## src/rtl/measurement_window_counter.sv

```systemverilog
// Gated measurement counter: counts qualified cycles over a programmable window
// and publishes each count on a valid/ready port. MEAS_SATURATE_EN selects saturating accumulation.
module measurement_window_counter #(
  parameter int COUNT_W  = 12,
  parameter int WINDOW_W = 16
) (
  input  logic                clk_i,
  input  logic                rst_n_i,
  input  logic                start_i,
  input  logic                stop_i,
  input  logic                continuous_i,
  input  logic [WINDOW_W-1:0] window_len_i,
  input  logic                measurement_en_i,
  output logic [COUNT_W-1:0]  result_o,
  output logic                result_ovf_o,
  output logic                result_valid_o,
  input  logic                result_ready_i,
  output logic                overrun_o,
  output logic                busy_o
);

  typedef enum logic {
    ST_IDLE = 1'b0,
    ST_RUN  = 1'b1
  } state_t;

  state_t              r_state;
  state_t              w_state_next;
  logic [COUNT_W-1:0]  r_acc;
  logic                r_ovf;
  logic [WINDOW_W-1:0] r_remaining;
  logic [WINDOW_W-1:0] r_len;
  logic                r_cont;
  logic [COUNT_W-1:0]  r_result;
  logic                r_result_ovf;
  logic                r_result_valid;
  logic                r_overrun;

  logic                w_acc_full;
  logic [COUNT_W-1:0]  w_acc_inc;
  logic [COUNT_W-1:0]  w_acc_sum;
  logic                w_ovf_sum;
  logic                w_final;
  logic [WINDOW_W-1:0] w_len_eff;

  assign w_acc_full = &r_acc;

`ifdef MEAS_SATURATE_EN
  assign w_acc_inc = w_acc_full ? r_acc : r_acc + 1'b1;
`else
  assign w_acc_inc = r_acc + 1'b1;
`endif

  // Sum and flag including the current cycle's sample, used both for
  // ordinary accumulation and for the published value on the final cycle.
  assign w_acc_sum = measurement_en_i ? w_acc_inc : r_acc;
  assign w_ovf_sum = r_ovf | (measurement_en_i & w_acc_full);
  assign w_final   = (r_state == ST_RUN) && (r_remaining == WINDOW_W'(1));
  assign w_len_eff = (window_len_i == '0) ? WINDOW_W'(1) : window_len_i;

  always_comb begin
    w_state_next = r_state;
    case (r_state)
      ST_IDLE: if (start_i) w_state_next = ST_RUN;
      ST_RUN:  if (stop_i || (w_final && !r_cont)) w_state_next = ST_IDLE;
      default: w_state_next = ST_IDLE;
    endcase
  end

  always_ff @(posedge clk_i or negedge rst_n_i) begin
    if (!rst_n_i) begin
      r_state        <= ST_IDLE;
      r_acc          <= '0;
      r_ovf          <= 1'b0;
      r_remaining    <= '0;
      r_len          <= '0;
      r_cont         <= 1'b0;
      r_result       <= '0;
      r_result_ovf   <= 1'b0;
      r_result_valid <= 1'b0;
      r_overrun      <= 1'b0;
    end else begin
      r_state <= w_state_next;
      // Acceptance clears valid; a result landing on the same edge overrides below.
      if (result_ready_i) r_result_valid <= 1'b0;
      case (r_state)
        ST_IDLE: begin
          if (start_i) begin
            r_len       <= w_len_eff;
            r_cont      <= continuous_i;
            r_remaining <= w_len_eff;
            r_acc       <= '0;
            r_ovf       <= 1'b0;
            r_overrun   <= 1'b0;
          end
        end
        ST_RUN: begin
          if (w_final) begin
            r_result       <= w_acc_sum;
            r_result_ovf   <= w_ovf_sum;
            r_result_valid <= 1'b1;
            if (r_result_valid && !result_ready_i) r_overrun <= 1'b1;
            r_acc       <= '0;
            r_ovf       <= 1'b0;
            r_remaining <= (r_cont && !stop_i) ? r_len : '0;
          end else if (stop_i) begin
            r_acc       <= '0;
            r_ovf       <= 1'b0;
            r_remaining <= '0;
          end else begin
            r_acc       <= w_acc_sum;
            r_ovf       <= w_ovf_sum;
            r_remaining <= r_remaining - 1'b1;
          end
        end
        default: ;
      endcase
    end
  end

  assign result_o       = r_result;
  assign result_ovf_o   = r_result_ovf;
  assign result_valid_o = r_result_valid;
  assign overrun_o      = r_overrun;
  assign busy_o         = (r_state == ST_RUN);

endmodule

```

## config.mk

```make
export PLATFORM = sky130hd
export DESIGN_NAME = measurement_window_counter
export DESIGN_NICKNAME = d
export VERILOG_FILES = /design/src/rtl/measurement_window_counter.sv
export SDC_FILE = /design/constraint.sdc
export NUM_CORES = 1
export LEC_CHECK = 0
export CORE_ASPECT_RATIO = 0.75
export CORE_MARGIN = 2
export CORE_UTILIZATION = 40
export DETAILED_ROUTE_END_ITERATION = 16
export GPL_TIMING_DRIVEN = 0
export SYNTH_ARGS = -nofsm -noshare
export SYNTH_HDL_FRONTEND = slang
export SYNTH_SLANG_ARGS = --single-unit
export TNS_END_PERCENT = 100
```

## constraint.sdc

```tcl
create_clock -name clk_i -period 2.2 [get_ports clk_i]
set_input_delay 0.44 -clock clk_i [delete_from_list [all_inputs] [get_ports clk_i]]
set_output_delay 0.44 -clock clk_i [all_outputs]
set_load 0.01 [all_outputs]
```

==> Word-level counts from Yosys, hierarchy flattened <==
Index checks and enable logic that the tools add are counted.
{ "word_totals": {"inputBits": 23, "regBits": 62, "out_inout_bits": 16} }
{ "classes": {"n_bitwise": 3, "n_eq_ne": 4, "reduce_logical": 13, "addsub": 2, "mux": 24} }
{ "ops": {"columns": ["operator", "n"], "rows": [
  ["16-bit 2-to-1 mux", 5],
  ["12-bit 2-to-1 mux", 4],
  ["16-bit one-hot mux with 2 select lines", 1],
  ["12-bit one-hot mux with 2 select lines", 1],
  ["16-bit by 1-bit equality test with 1-bit output, second input constant", 1],
  ["16-bit zero test", 1],
  ["16-bit by 1-bit subtractor with 16-bit output, second input constant", 1],
  ["12-bit by 1-bit adder with 12-bit output, second input constant", 1],
  ["12-bit AND reduction", 1],
  ["1-bit 2-to-1 mux", 10],
  ["1-bit one-hot mux with 2 select lines", 3],
  ["1-bit logical AND", 4],
  ["2-bit by 1-bit != test with 1-bit output, second input constant", 2],
  ["2-bit AND reduction", 2],
  ["1-bit zero test", 3],
  ["3-bit AND reduction", 1],
  ["2-bit != test, second input constant", 1],
  ["1-bit bitwise AND", 1],
  ["1-bit logical OR", 1],
  ["1-bit NOT", 1],
  ["1-bit bitwise OR", 1]
]} }

==> Longest topological paths before layout <==
Gate-level depths: netlist of run 1.
{ "depth": {"word_depth": 6, "mapped_depth": 10} }

==> Least setup slack after synthesis of run 1 <==
Ideal clock, no wire load.
{ "synth_timing": {"path_kind": "reg-to-reg", "startpoint": "register r_remaining[3]", "endpoint": "register r_remaining[11]", "path_stages_with_launch": 6, "required_ps": 2074, "arrival_time_ps": 2147, "setup_slack_ps": -73, "period_less_slack_ps": 2273, "path_cell_list": "dfrtp_1 > or4_4 > or3_4 > or4_4 > xnor2_2 > a221o_1"} }
{ "synth_between": {"elab_chain_len": 4, "elab_cells_between_ends": 6, "cone_classes": "add/sub (1); eq/ne (1); mux (3); reduce/logical (1)"} }
{ "synth_lines": {"columns": ["element", "line", "source"], "rows": [
  ["start: declaration", "31", "logic [WINDOW_W-1:0] r_remaining;"],
  ["start signal: assignment", "91", "r_remaining <= w_len_eff;"],
  ["start signal: assignment", "105", "r_remaining <= (r_cont && !stop_i) ? r_len : '0;"],
  ["start signal: assignment", "113", "r_remaining <= r_remaining - 1'b1;"],
  ["16-bit by 1-bit subtractor with 16-bit output or 16-bit by 1-bit equality test with 1-bit output (tied branches)", "113, 58", null],
  ["16-bit 2-to-1 mux or 1-bit logical AND (tied branches)", "106, 58", null],
  ["16-bit 2-to-1 mux (*)", "98", "if (w_final) begin"],
  ["16-bit one-hot mux with 2 select lines (*)", "86", "case (r_state)"]
]} }
Every way passes the cells marked *; elsewhere a longest branch is shown, timed or not.
A chain may end at the register's enable or synchronous reset.

==> Worst setup path after layout of run 1 <==
{ "layout_timing": {"startpoint": "register r_remaining[5]", "endpoint": "register r_remaining[11]"} }
The elaborated chain is that of the path after synthesis.

==> results of run 1 <==
-- registers in the layout, indices dropped and copies added (netlist names) --
name            count
result_o           12
r_len              16
result_ovf_o        1
r_ovf               1
r_cont              1
busy_o              1
overrun_o           1
result_valid_o      1
r_acc              12
r_remaining        16
-- synthesized netlist by cell type (all sizes together), types with 3 or more instances --
master / number
nand3: 6
mux2: 11
nor3: 10
nand2: 36
a21oi: 18
or3: 4
o21ai: 35
a41oi: 4
a31oi: 9
a22oi: 4
dfrtp: 62
a221oi: 4
xor2: 9
nor4: 7
ha: 3
mux2i: 11
buf: 6
nand2b: 5
inv: 8
clkbuf: 14
or4: 5
xnor2: 15
nor2: 26
-- logic make-up after synthesis --
logic type	count (synthesis)	share of synthesized area, %
DFF	62	48.2
AOI/OAI and AO/OA	82	15.1
and+or+nand+nor	109	17.4
buffers and inverters	28	4.08
xor gates and xnor gates	24	6.77
adders and majority gates	3	1.17
muxes	22	7.27
-- power by group --
| part | leakage, nW | internal [mW] | switching [mW] | total (mW) |
|---|---|---|---|---|
| clock network | 0.110 | 0.666 | 0.436 | 1.10 |
| registers | 0.744 | 1.55 | 0.321 | 1.87 |
| logic | 0.916 | 0.929 | 0.924 | 1.85 |
| total | 1.77 | 3.15 | 1.68 | 4.83 |
-- worst paths after layout --
kind	start	end	slack [ps]	cells after the start
setup / recovery	r_remaining[5]	r_remaining[11]	-50	5
hold / removal	rst_n_i	r_len[13]	170	1
setup reg to reg	r_remaining[5]	r_remaining[11]	-50	5
hold reg to reg	result_o[6]	result_o[6]	480	2
max in group asynchronous	rst_n_i	r_remaining[8]	1430	1
min in group clk_i	result_o[6]	result_o[6]	480	2
-- placed cells by master (no fill, tap or decap), types with 4 or more instances in the layout --
cell type,n
dfrtp_1,59
clkdlybuf4s50_1,36
nand2_1,35
nor2_1,25
o21ai_0,19
a21oi_1,18
o21ai_1,16
buf_4,16
xnor2_1,14
clkbuf_1,11
mux2i_1,11
mux2_2,11
clkbuf_8,10
nor3_1,9
xor2_1,9
a31oi_1,9
inv_1,8
buf_6,6
nor4_1,6
nand3_1,6
nand2b_1,5
clkbuf_2,4
a41oi_1,4
-- timing repair --
action,CTS,global route
hold buffers,0,0
pin swaps,0,2
gates resized for setup,11,12
setup buffers,8,7
endpoints found under the setup margin,38,23
-- metal layers --
layer	vias to the layer above	routed length (µm)	track usage, %	share of wire, %
met1	1284	3830	28.6	48
li1	1310	-	-	-
met2	74	3540	29.7	45
met4	0	76	5.00	0.96
met5	-	0	0	0
met3	7	480	4.76	6.1
-- per-stage QoR --
step                      instances  cell area [µm²]  hold WS [ps]  power [mW]
after global placement          472             3720           460        3.52
after global routing            503             4100           251        5.19
after detailed placement        472             3720           471        3.54
after floorplan                 330             3220           144        2.94
final                           503             4100           169        4.83
after CTS                       496             4010           213        4.79
-- final cells by class --
class	instances	share of cell area, %
Multi-Input combinational cell	240	38.0
Sequential cell	62	38.0
Timing Repair Buffer	52	11.7
Clock buffer	12	3.54
Tap cell	105	3.21
Buffer	20	3.15
Clock inverter	4	1.71
Inverter	8	0.733
==> results.yml, run 1 <==
worst_setup_path:
  critPathArrivalTime_ps: 2460
  critPathLaunchType: "register"
  slowest_stage: "or4_4"
  cpPeakStageDelay_ps: 530
  worstSetupPathType: "register to register"
  crit_fanout: 2
  cpMostUsedCell: "or4_4"
  path_delay_family: "simple AND/OR/NAND/NOR gates"
  worstPathCellList: "or4_4 > or3_4 > or4_4 > xnor2_2 > a221o_1"
  crit_buf_inv: 0
  crit_required_ps: 2420
  endpoint_kind: "register"
logic_synthesis:
  synth_edf_count: 0
  yosys.cell_types.count: 45
  synth-main-ff-cell: "dfrtp_1"
  synth_seq_area_share_pct: 48.2
  ys_seq_elements: 62
  synthCells: 330
  synth.largest_area_cell: "dfrtp_1"
  synthDominantCellAreaShare_pct: 48.2
  synth_area_leaders: "dfrtp_1 (48%), nand2_1 (4.2%), mux2_2 (3.9%)"
  synthesis.area_um2: 3220
  ys_async_sr_fraction_pct: 100
  syn_nets: 356
  synth.avg_cell_area_um2: 9.75
  yosysWarningCount: 0
global_route:
  grt_usage_pct: 19.7
  grt_max_degree: 63
  grt_pass1_vias: 2561
  antenna_found_initial: 0
  grt_remaining_overflow: 0
  grt_pass1_wl_um: 13100
cells_and_area:
  fin_nets: 419
  fill_cells: 733
  layout-drive-gt1-share_pct: 17.6
  areaGrowthSynthToFinish_pct: 27.4
  n_antenna_cell: 0
  multi_input_area_um2: 1560
  regArea_um2: 1560
  final_util_pct: 52.2
placement:
  io_buffers: 37
  dp_hpwl_um: 5450
  dpl_worst_slack_ps: -611
  place.gp.congestion: 0.846
clock_tree:
  htree_levels: 3
  cts_tree: "built"
  cts_buffers: 9
  clock_sinks: 62
  root_buffer: "clkbuf_8"
  worst_skew_pair.late_latency_ps: 340
  clk_pin_slew_ps: 70
  clockBufferDepth: 2
timing:
  clock_skew_ps: 5.61
  period_share_pct: 102
  finalSetupViolations: 1
  setup_slack_ps: -45.6
  finalCriticalPeriod_ps: 2250
  rsz0062_at_grt: "yes"
  fmax_mhz: 445
  tightestPinTransition_ps: 800
  hold_viol: 0
  slew_headroom_pct: 46.6
  finalMaxSlewViolations: 0
  fin_setup_tns_ps: -45.6
hold_path:
  hp-class: "input port to async pin"
floorplan:
  dieHeight_um: 81.7
  ios: 39
  coreArea_um2: 7850
  die_area_um2: 8780
  rows: 28
  start_util_pct: 41.0
  fp.dieW_um: 108
run_status:
  failed_checks: "setup timing"
  status: "complete, but fails checks"
power_and_ir_drop:
  power_leakage_nw: 1.77
  cellPowerDensity_nw_per_um2: 1180
  peakVddDrop_v: 0.000552
route:
  num_vias: 2675
  wl_um: 7930
  wire_per_inst_um: 15.8
  drtPass1Iterations: 4
  viasPerCell: 5.32
  drc: 0
  ant_nets: 0
  drtIter0Drc: 205
run:
  drv_cap: 0
Power figures use the tool's default switching activity.
==> inputs of run 2 (changes only) <==
--- a/config.mk
+++ b/config.mk
@@ -5,6 +5,7 @@
 export SDC_FILE = /design/constraint.sdc
 export NUM_CORES = 1
 export LEC_CHECK = 0
+export CAP_MARGIN = 0
 export CORE_ASPECT_RATIO = 0.75
 export CORE_MARGIN = 2
 export CORE_UTILIZATION = 40
==> results of run 2 <==
Final layout, timing and power as in run 1 (identical DEF).
